$ cat src/rtl/vga_scanout_ctrl.sv
// vga_scanout_ctrl: VGA timing generator and pixel scanout.
// Free-running h/v position counters driven by en_i. The pixel handshake is
// combinational (px_ready_o); colour, sync, de, sof and underflow are
// registered one cycle behind the position that produced them.
// Optional build macro VGA_SCANOUT_TESTPATTERN_EN adds test_en_i, which
// replaces source pixels with 8 vertical colour bars.
module vga_scanout_ctrl #(
   parameter int H_ACTIVE = 640,
   parameter int H_FP     = 16,
   parameter int H_SYNC   = 96,
   parameter int H_BP     = 48,
   parameter int V_ACTIVE = 480,
   parameter int V_FP     = 10,
   parameter int V_SYNC   = 2,
   parameter int V_BP     = 33,
   parameter int HS_POL   = 0,
   parameter int VS_POL   = 0
) (
   input  logic        clk,
   input  logic        rst,
   input  logic        en_i,
   input  logic        px_valid_i,
   input  logic [23:0] px_data_i,
`ifdef VGA_SCANOUT_TESTPATTERN_EN
   input  logic        test_en_i,
`endif
   output logic        px_ready_o,
   output logic [7:0]  r_o,
   output logic [7:0]  g_o,
   output logic [7:0]  b_o,
   output logic        hs_o,
   output logic        vs_o,
   output logic        de_o,
   output logic        sof_o,
   output logic        underflow_o
);

   localparam logic [11:0] H_ACT_C  = 12'(H_ACTIVE);
   localparam logic [11:0] H_SS_C   = 12'(H_ACTIVE + H_FP);
   localparam logic [11:0] H_SE_C   = 12'(H_ACTIVE + H_FP + H_SYNC);
   localparam logic [11:0] H_LAST_C = 12'(H_ACTIVE + H_FP + H_SYNC + H_BP - 1);
   localparam logic [11:0] V_ACT_C  = 12'(V_ACTIVE);
   localparam logic [11:0] V_SS_C   = 12'(V_ACTIVE + V_FP);
   localparam logic [11:0] V_SE_C   = 12'(V_ACTIVE + V_FP + V_SYNC);
   localparam logic [11:0] V_LAST_C = 12'(V_ACTIVE + V_FP + V_SYNC + V_BP - 1);
   localparam logic        HS_LVL   = (HS_POL != 0);
   localparam logic        VS_LVL   = (VS_POL != 0);

   logic [11:0] h_cnt_q, h_cnt_d;
   logic [11:0] v_cnt_q, v_cnt_d;
   logic [23:0] pix_q, pix_d;
   logic        hs_q, hs_d;
   logic        vs_q, vs_d;
   logic        de_q, de_d;
   logic        sof_q, sof_d;
   logic        uf_q, uf_d;

   logic        active;
   logic        in_hs;
   logic        in_vs;
   logic        at_origin;
   logic        test_mode;
   logic [23:0] bar_rgb;

   assign active    = (h_cnt_q < H_ACT_C) && (v_cnt_q < V_ACT_C);
   assign in_hs     = (h_cnt_q >= H_SS_C) && (h_cnt_q < H_SE_C);
   assign in_vs     = (v_cnt_q >= V_SS_C) && (v_cnt_q < V_SE_C);
   assign at_origin = (h_cnt_q == 12'd0) && (v_cnt_q == 12'd0);

`ifdef VGA_SCANOUT_TESTPATTERN_EN
   logic [14:0] bar_idx;
   assign test_mode = test_en_i;
   assign bar_idx   = {h_cnt_q, 3'b000} / 15'(H_ACTIVE);
   assign bar_rgb   = {{8{bar_idx[2]}}, {8{bar_idx[1]}}, {8{bar_idx[0]}}};
`else
   assign test_mode = 1'b0;
   assign bar_rgb   = 24'h000000;
`endif

   // Source is only asked for a pixel when it will actually be displayed.
   assign px_ready_o = en_i && active && !test_mode;

   // Position counters: held at the origin while disabled so scanout always
   // restarts at pixel (0,0).
   always_comb begin
      h_cnt_d = h_cnt_q;
      v_cnt_d = v_cnt_q;
      if (!en_i) begin
         h_cnt_d = 12'd0;
         v_cnt_d = 12'd0;
      end else if (h_cnt_q == H_LAST_C) begin
         h_cnt_d = 12'd0;
         v_cnt_d = (v_cnt_q == V_LAST_C) ? 12'd0 : v_cnt_q + 12'd1;
      end else begin
         h_cnt_d = h_cnt_q + 12'd1;
      end
   end

   // Output stage: blanked/inactive by default; underflow is sticky and is
   // only re-evaluated from scratch on the start-of-frame pixel.
   always_comb begin
      pix_d = 24'h000000;
      de_d  = 1'b0;
      sof_d = 1'b0;
      hs_d  = ~HS_LVL;
      vs_d  = ~VS_LVL;
      uf_d  = uf_q;
      if (en_i) begin
         hs_d  = in_hs ? HS_LVL : ~HS_LVL;
         vs_d  = in_vs ? VS_LVL : ~VS_LVL;
         sof_d = at_origin;
         if (at_origin) begin
            uf_d = 1'b0;
         end
         if (active) begin
            de_d = 1'b1;
            if (test_mode) begin
               pix_d = bar_rgb;
            end else if (px_valid_i) begin
               pix_d = px_data_i;
            end else begin
               uf_d = 1'b1;
            end
         end
      end
   end

   // State and output registers.
   always_ff @(posedge clk or posedge rst) begin
      if (rst) begin
         h_cnt_q <= 12'd0;
         v_cnt_q <= 12'd0;
         pix_q   <= 24'h000000;
         hs_q    <= ~HS_LVL;
         vs_q    <= ~VS_LVL;
         de_q    <= 1'b0;
         sof_q   <= 1'b0;
         uf_q    <= 1'b0;
      end else begin
         h_cnt_q <= h_cnt_d;
         v_cnt_q <= v_cnt_d;
         pix_q   <= pix_d;
         hs_q    <= hs_d;
         vs_q    <= vs_d;
         de_q    <= de_d;
         sof_q   <= sof_d;
         uf_q    <= uf_d;
      end
   end

   assign r_o         = pix_q[23:16];
   assign g_o         = pix_q[15:8];
   assign b_o         = pix_q[7:0];
   assign hs_o        = hs_q;
   assign vs_o        = vs_q;
   assign de_o        = de_q;
   assign sof_o       = sof_q;
   assign underflow_o = uf_q;

endmodule
$ cat config.mk
export PLATFORM = sky130hd
export DESIGN_NAME = vga_scanout_ctrl
export DESIGN_NICKNAME = d
export VERILOG_FILES = /design/src/rtl/vga_scanout_ctrl.sv
export SDC_FILE = /design/constraint.sdc
export NUM_CORES = 1
export LEC_CHECK = 0
export CORE_MARGIN = 3
export CORE_UTILIZATION = 48
export CTS_CLUSTER_SIZE = 8
export DETAILED_ROUTE_END_ITERATION = 16
export PLACE_DENSITY = 0.79
export SLEW_MARGIN = 40
export SYNTH_ARGS = -nofsm -noshare
export SYNTH_HDL_FRONTEND = slang
export SYNTH_SLANG_ARGS = --single-unit
$ cat constraint.sdc
create_clock -name clk -period 2.96 [get_ports clk]
set_input_delay 0.444 -clock clk [delete_from_list [all_inputs] [get_ports clk]]
set_output_delay 0.444 -clock clk [all_outputs]
set_load 0.005 [all_outputs]
## Word-level counts from Yosys, hierarchy flattened

Cells that the tools add are included.

- Bits in latches: 0
- Logic and storage cells: 44
- ROM bits: 0
- Bits in writable memories: 0
- Bits in registers: 53
- Memories kept: 0
- Output and inout port bits: 30

- Mux-type cells: 18
- Divide/modulo/power cells: 0
- Magnitude comparators: 6
- Eq/ne operators: 3
- Bitwise logic cells: 0
- Shifts and indexed selects: 0
- $add $sub $neg: 2
- Reduce and logical (&&, ||, !) cells: 7
- Multiply operators: 0

Operators with widths:

| cell | count |
|---|---|
| $mux 24 | 3 |
| $mux 12 | 5 |
| $add 12x1->12 const B | 2 |
| $eq 12x10->1 const B | 2 |
| $logic_not 12->1 | 2 |
| $lt 12x10->1 const B | 2 |
| $lt 12x9->1 const B | 2 |
| $ge 12x10->1 const B | 1 |
| $ge 12x9->1 const B | 1 |
| $mux 1 | 10 |
| $logic_and 1x1->1 | 5 |
| $ne 2x1->1 const B | 1 |

## Depth between registers and ports, before layout

Gate-level depths: netlist of the first run.

- Word-level depth: 5
- Depth in mapped cells: 6

## Worst setup path after synthesis of the first run

No wires, ideal clock.

- Path type: register to register
- From: register h_cnt_q[7]
- To: register v_cnt_q[4]
- Data required time: 2881 ps
- Arrival: 2039 ps
- Path buffers: 1
- Cell stages (with the launch flop): 6
- Setup time: 79 ps
- Setup slack: 843 ps
- Path through: dfrtp_1 > or4_4 > o41a_1 > buf_2 > or3_1 > a21oi_1

- Longest elaborated chain between the ends: 2

Ends and longest elaborated chain:

| what | RTL line | source |
|---|---|---|
| start, declared | 49 | `logic [11:0] h_cnt_q, h_cnt_d;` |
| start signal, assigned | 140 | `h_cnt_q <= h_cnt_d;` |
| $eq 12x10->1 | 91 | `end else if (h_cnt_q == H_LAST_C) begin` |
| $ne 2x1->1 (no source line) | - |  |
| end signal, assigned | 141 | `v_cnt_q <= v_cnt_d;` |
| end, declared | 50 | `logic [11:0] v_cnt_q, v_cnt_d;` |

Every way passes these cells.
A chain may end at the register's enable or synchronous reset.

## Final worst setup path of the first run

- From: register v_cnt_q[9]
- To: output port px_ready_o

- Longest elaborated chain between the ends: 3

Ends and longest elaborated chain:

| what | RTL line | source |
|---|---|---|
| $lt 12x9->1 | 65 | `assign active = (h_cnt_q < H_ACT_C) && (v_cnt_q < V_ACT_C);` |
| $logic_and 1x1->1 | 65 |  |
| $logic_and 1x1->1 | 81 | `assign px_ready_o = en_i && active && !test_mode;` |
| end, declared | 27 | `output logic px_ready_o,` |

Every way passes these cells.

==> results of run 1 <==
[power breakdown]
group / switching (mW) / internal (mW)
combinational: 0.0511 / 0.0783
sequential: 0.00880 / 0.743
clock: 0.223 / 0.276
[critical path: cells and delay by family (launching register included)]
kind                   cells  cell delay [ns]
buffers and inverters      1             0.58
flip-flops                 1             0.45
AND/OR/NAND/NOR            3             0.82
[per-layer routing]
layer,wire length [um],vias to the layer above,global-route usage,part of all wire
met3,558,6,0.116,0.12
li1,-,879,-,-
met2,2020,57,0.268,0.44
met1,1960,848,0.224,0.42
met5,0,-,0,0
met4,71,0,0.0751,0.015
[Yosys cell counts]
cell type / number / area share
dfrtp_1: 51 / 0.56
and2_1: 26 / 0.071
nand3_1: 16 / 0.035
nor2_1: 15 / 0.025
nand2_1: 13 / 0.021
inv_1: 10 / 0.016
nor3_1: 9 / 0.020
xnor2_1: 9 / 0.035
a21oi_1: 8 / 0.018
nor4_1: 7 / 0.019
o21ai_0: 7 / 0.015
nand4_1: 5 / 0.014
or3_1: 5 / 0.014
a31oi_1: 4 / 0.011
ha_1: 4 / 0.022
or4_1: 4 / 0.013
clkbuf_1: 3 / 0.0049
o31ai_1: 3 / 0.0099
buf_2: 2 / 0.0044
dfstp_2: 2 / 0.023
nor2b_1: 2 / 0.0055
o311ai_0: 2 / 0.0077
and3_1: 1 / 0.0028
nand3b_1: 1 / 0.0033
nor4b_1: 1 / 0.0038
nor4bb_1: 1 / 0.0044
o21ai_1: 1 / 0.0022
o2bb2ai_1: 1 / 0.0038
o41a_1: 1 / 0.0049
or4_4: 1 / 0.0049
xor2_1: 1 / 0.0038
[cell type report]
type                    count  area, um2
clock buffers               7       86.3
fillers                   338       1430
inverters                  10       37.5
well taps                  52       65.1
multi-input cells         148        895
clock inverters             1       30.0
repair buffers             60        606
flip-flops and latches     53       1330
[cells by family after synthesis]
| group | synth area share |
|---|---|
| simple gates | 0.257 |
| flops | 0.584 |
| compound gates | 0.0726 |
| buf+inv | 0.0258 |
| xor+xnor | 0.0385 |
| fa+ha+maj | 0.0220 |
[sequential cells by signal, indices dropped and copies added, names as in the netlist]
signal / cells
hs_o: 1
vs_o: 1
h_cnt_q: 12
v_cnt_q: 12
sof_o: 1
pix_q: 24
underflow_o: 1
de_o: 1
[final timing paths]
check	to	slack (ns)
setup / recovery	px_ready_o	0.35
hold / removal	pix_q[14]$_DFF_PP0_	0.51
setup reg to reg	v_cnt_q[7]$_DFFE_PP0P_	0.57
hold reg to reg	v_cnt_q[11]$_DFFE_PP0P_	0.52
max in group asynchronous	vs_o$_DFF_PP1_	1.85
min in group clk	v_cnt_q[11]$_DFFE_PP0P_	0.52
==> results.tsv, run 1 <==
stage	metric	value	unit
routing	firstDrtPassIters	4	
cts	insertion_delay	0.30	ns
logic_synthesis	avgSynthCellArea	10.5	um2
worst_setup_path	start_kind	register	
logic_synthesis	synth_cells	216	
worst_setup_path	cp_cell_sequence	nor3_1 > nand2_1 > nor3_1 > clkdlybuf4s50_1	
worst_setup_path	crit_path_frequent_cell	nor3_1	
worst_setup_path	r2r_cells	4	
logic_synthesis	syn_nets	248	
layout	fin_nets	310	
worst_setup_path	startpoint	v_cnt_q[9]$_DFFE_PP0P_	
worst_hold_path	hp-class	primary input to asynchronous set/reset pin	
worst_setup_path	endpoint_kind	output pin	
timing	finalCriticalPeriod	2.61	ns
worst_setup_path	r2r_start	h_cnt_q[7]$_DFF_PP0_	
logic_synthesis	synth_cell_types	31	
layout	diodes	0	
routing	detail_route.vias_per_cell	5.41	
timing	setup_violations	0	
routing	wl_per_cell	13.9	um
layout	layout_common_cells	57 x clkdlybuf4s50_1, 51 x dfrtp_1, 26 x and2_1	
placement	dpl.cell_count	323	
job	cap_violations	0	
timing	fin_skew	0.00431	ns
placement	dp_hpwl	3400	um
global_route	antenna_found_initial	0	
floorplanning	initial_utilization	0.509	
timing	max-slew-margin-rel	0.572	
worst_setup_path	cp.required	2.52	ns
timing	fin_crit_sh	0.880	
layout	areaGrowthSynthToFinish	33.9	%
cts	clk_pin_slew	0.09	ns
timing	holdWs	0.506	ns
routing	vias	1790	
worst_setup_path	cp_data_arrival_time	2.16	ns
worst_setup_path	crit_path_max_fanout	6	
cts	clock_sinks	53	
timing	timing.final.ws_setup	0.354	ns
worst_setup_path	max_stage_delay	0.58	ns
logic_synthesis	ys_seq_area_frac	0.584	
timing	final_max_slew_viol_count	0	
placement	place_congestion	0.864	
floorplanning	dieWidth	74.9	um
placement	dpl_cell_area	2930	um2
cts	ctsHoldBuffers	0	
routing	routed_wirelength	4610	um
logic_synthesis	syn_area	2280	um2
layout	instances_no_fill	331	
cts	htreeDepth	2	
layout	postLayoutCellArea	3050	um2
layout	final_layout_size_suffix_gt1_frac	0.0538	
power	vdd_drop_max	0.312	mV
cts	cts_setup_buffers	0	
logic_synthesis	synth-seq-cells	53	
timing	max_freq	384	MHz
cts	cts_buffers	5	
floorplanning	die_y	74.9	um
global_route	grt_pass1_wl	7820	um
worst_setup_path	cpMaxStageDelayCell	clkdlybuf4s50_1	
floorplanning	boundaryPins	58	
power	p_total	1.38	mW
timing	setup-tns-final	0	ns
layout	final_util	0.681	
global_route	grt_pass1_vias	1735	
timing	rsz0062_at_grt	false	
placement	io_buffers	57	
outcome	status	finished clean	
floorplanning	core_area	4470	um2
logic_synthesis	yosys_warnings	0	
placement	dp_worst_setup_slack	0.377	ns
timing	worstMarginPinSlew	0.638	ns
routing	ant_nets	0	
routing	first_iter_violations	99	
routing	route.detailed.drc	0	
power	leakagePower	1.26	nW
timing	hold_violations	0	
global_route	overflow	0	
cts	cts_tree	yes	
floorplanning	rows	24	
power	powerDensity	453	nW/um2
layout	final_common_cell	clkdlybuf4s50_1	
floorplanning	die_area	5600	um2
worst_setup_path	path_class	register to output pin	
cts	cts_buffer_depth	2	
global_route	grt_max_degree	28	
cts	cts_repair_resize_count	0	
cts	root_buffer	clkbuf_8	
global_route	grt_usage	0.186	
No activity file was read; power rests on OpenSTA's default activity.
==> inputs of run 2 (changes only) <==
--- a/config.mk
+++ b/config.mk
@@ -10,6 +10,7 @@
 export CTS_CLUSTER_SIZE = 8
 export DETAILED_ROUTE_END_ITERATION = 16
 export PLACE_DENSITY = 0.79
+export SETUP_SLACK_MARGIN = 0.02
 export SLEW_MARGIN = 40
 export SYNTH_ARGS = -nofsm -noshare
 export SYNTH_HDL_FRONTEND = slang
==> results of run 2 <==
No change in the layout: final DEF, timing and power equal those of run 1.
==> inputs of run 3 (changes only) <==
--- a/config.mk
+++ b/config.mk
@@ -9,8 +9,10 @@
 export CORE_UTILIZATION = 48
 export CTS_CLUSTER_SIZE = 8
 export DETAILED_ROUTE_END_ITERATION = 16
+export HOLD_SLACK_MARGIN = 0.08
 export PLACE_DENSITY = 0.79
 export SETUP_SLACK_MARGIN = 0.02
+export SKIP_CTS_REPAIR_TIMING = 1
 export SLEW_MARGIN = 40
 export SYNTH_ARGS = -nofsm -noshare
 export SYNTH_HDL_FRONTEND = slang
==> results of run 3 <==
No change in the layout: final DEF, timing and power equal those of run 1.
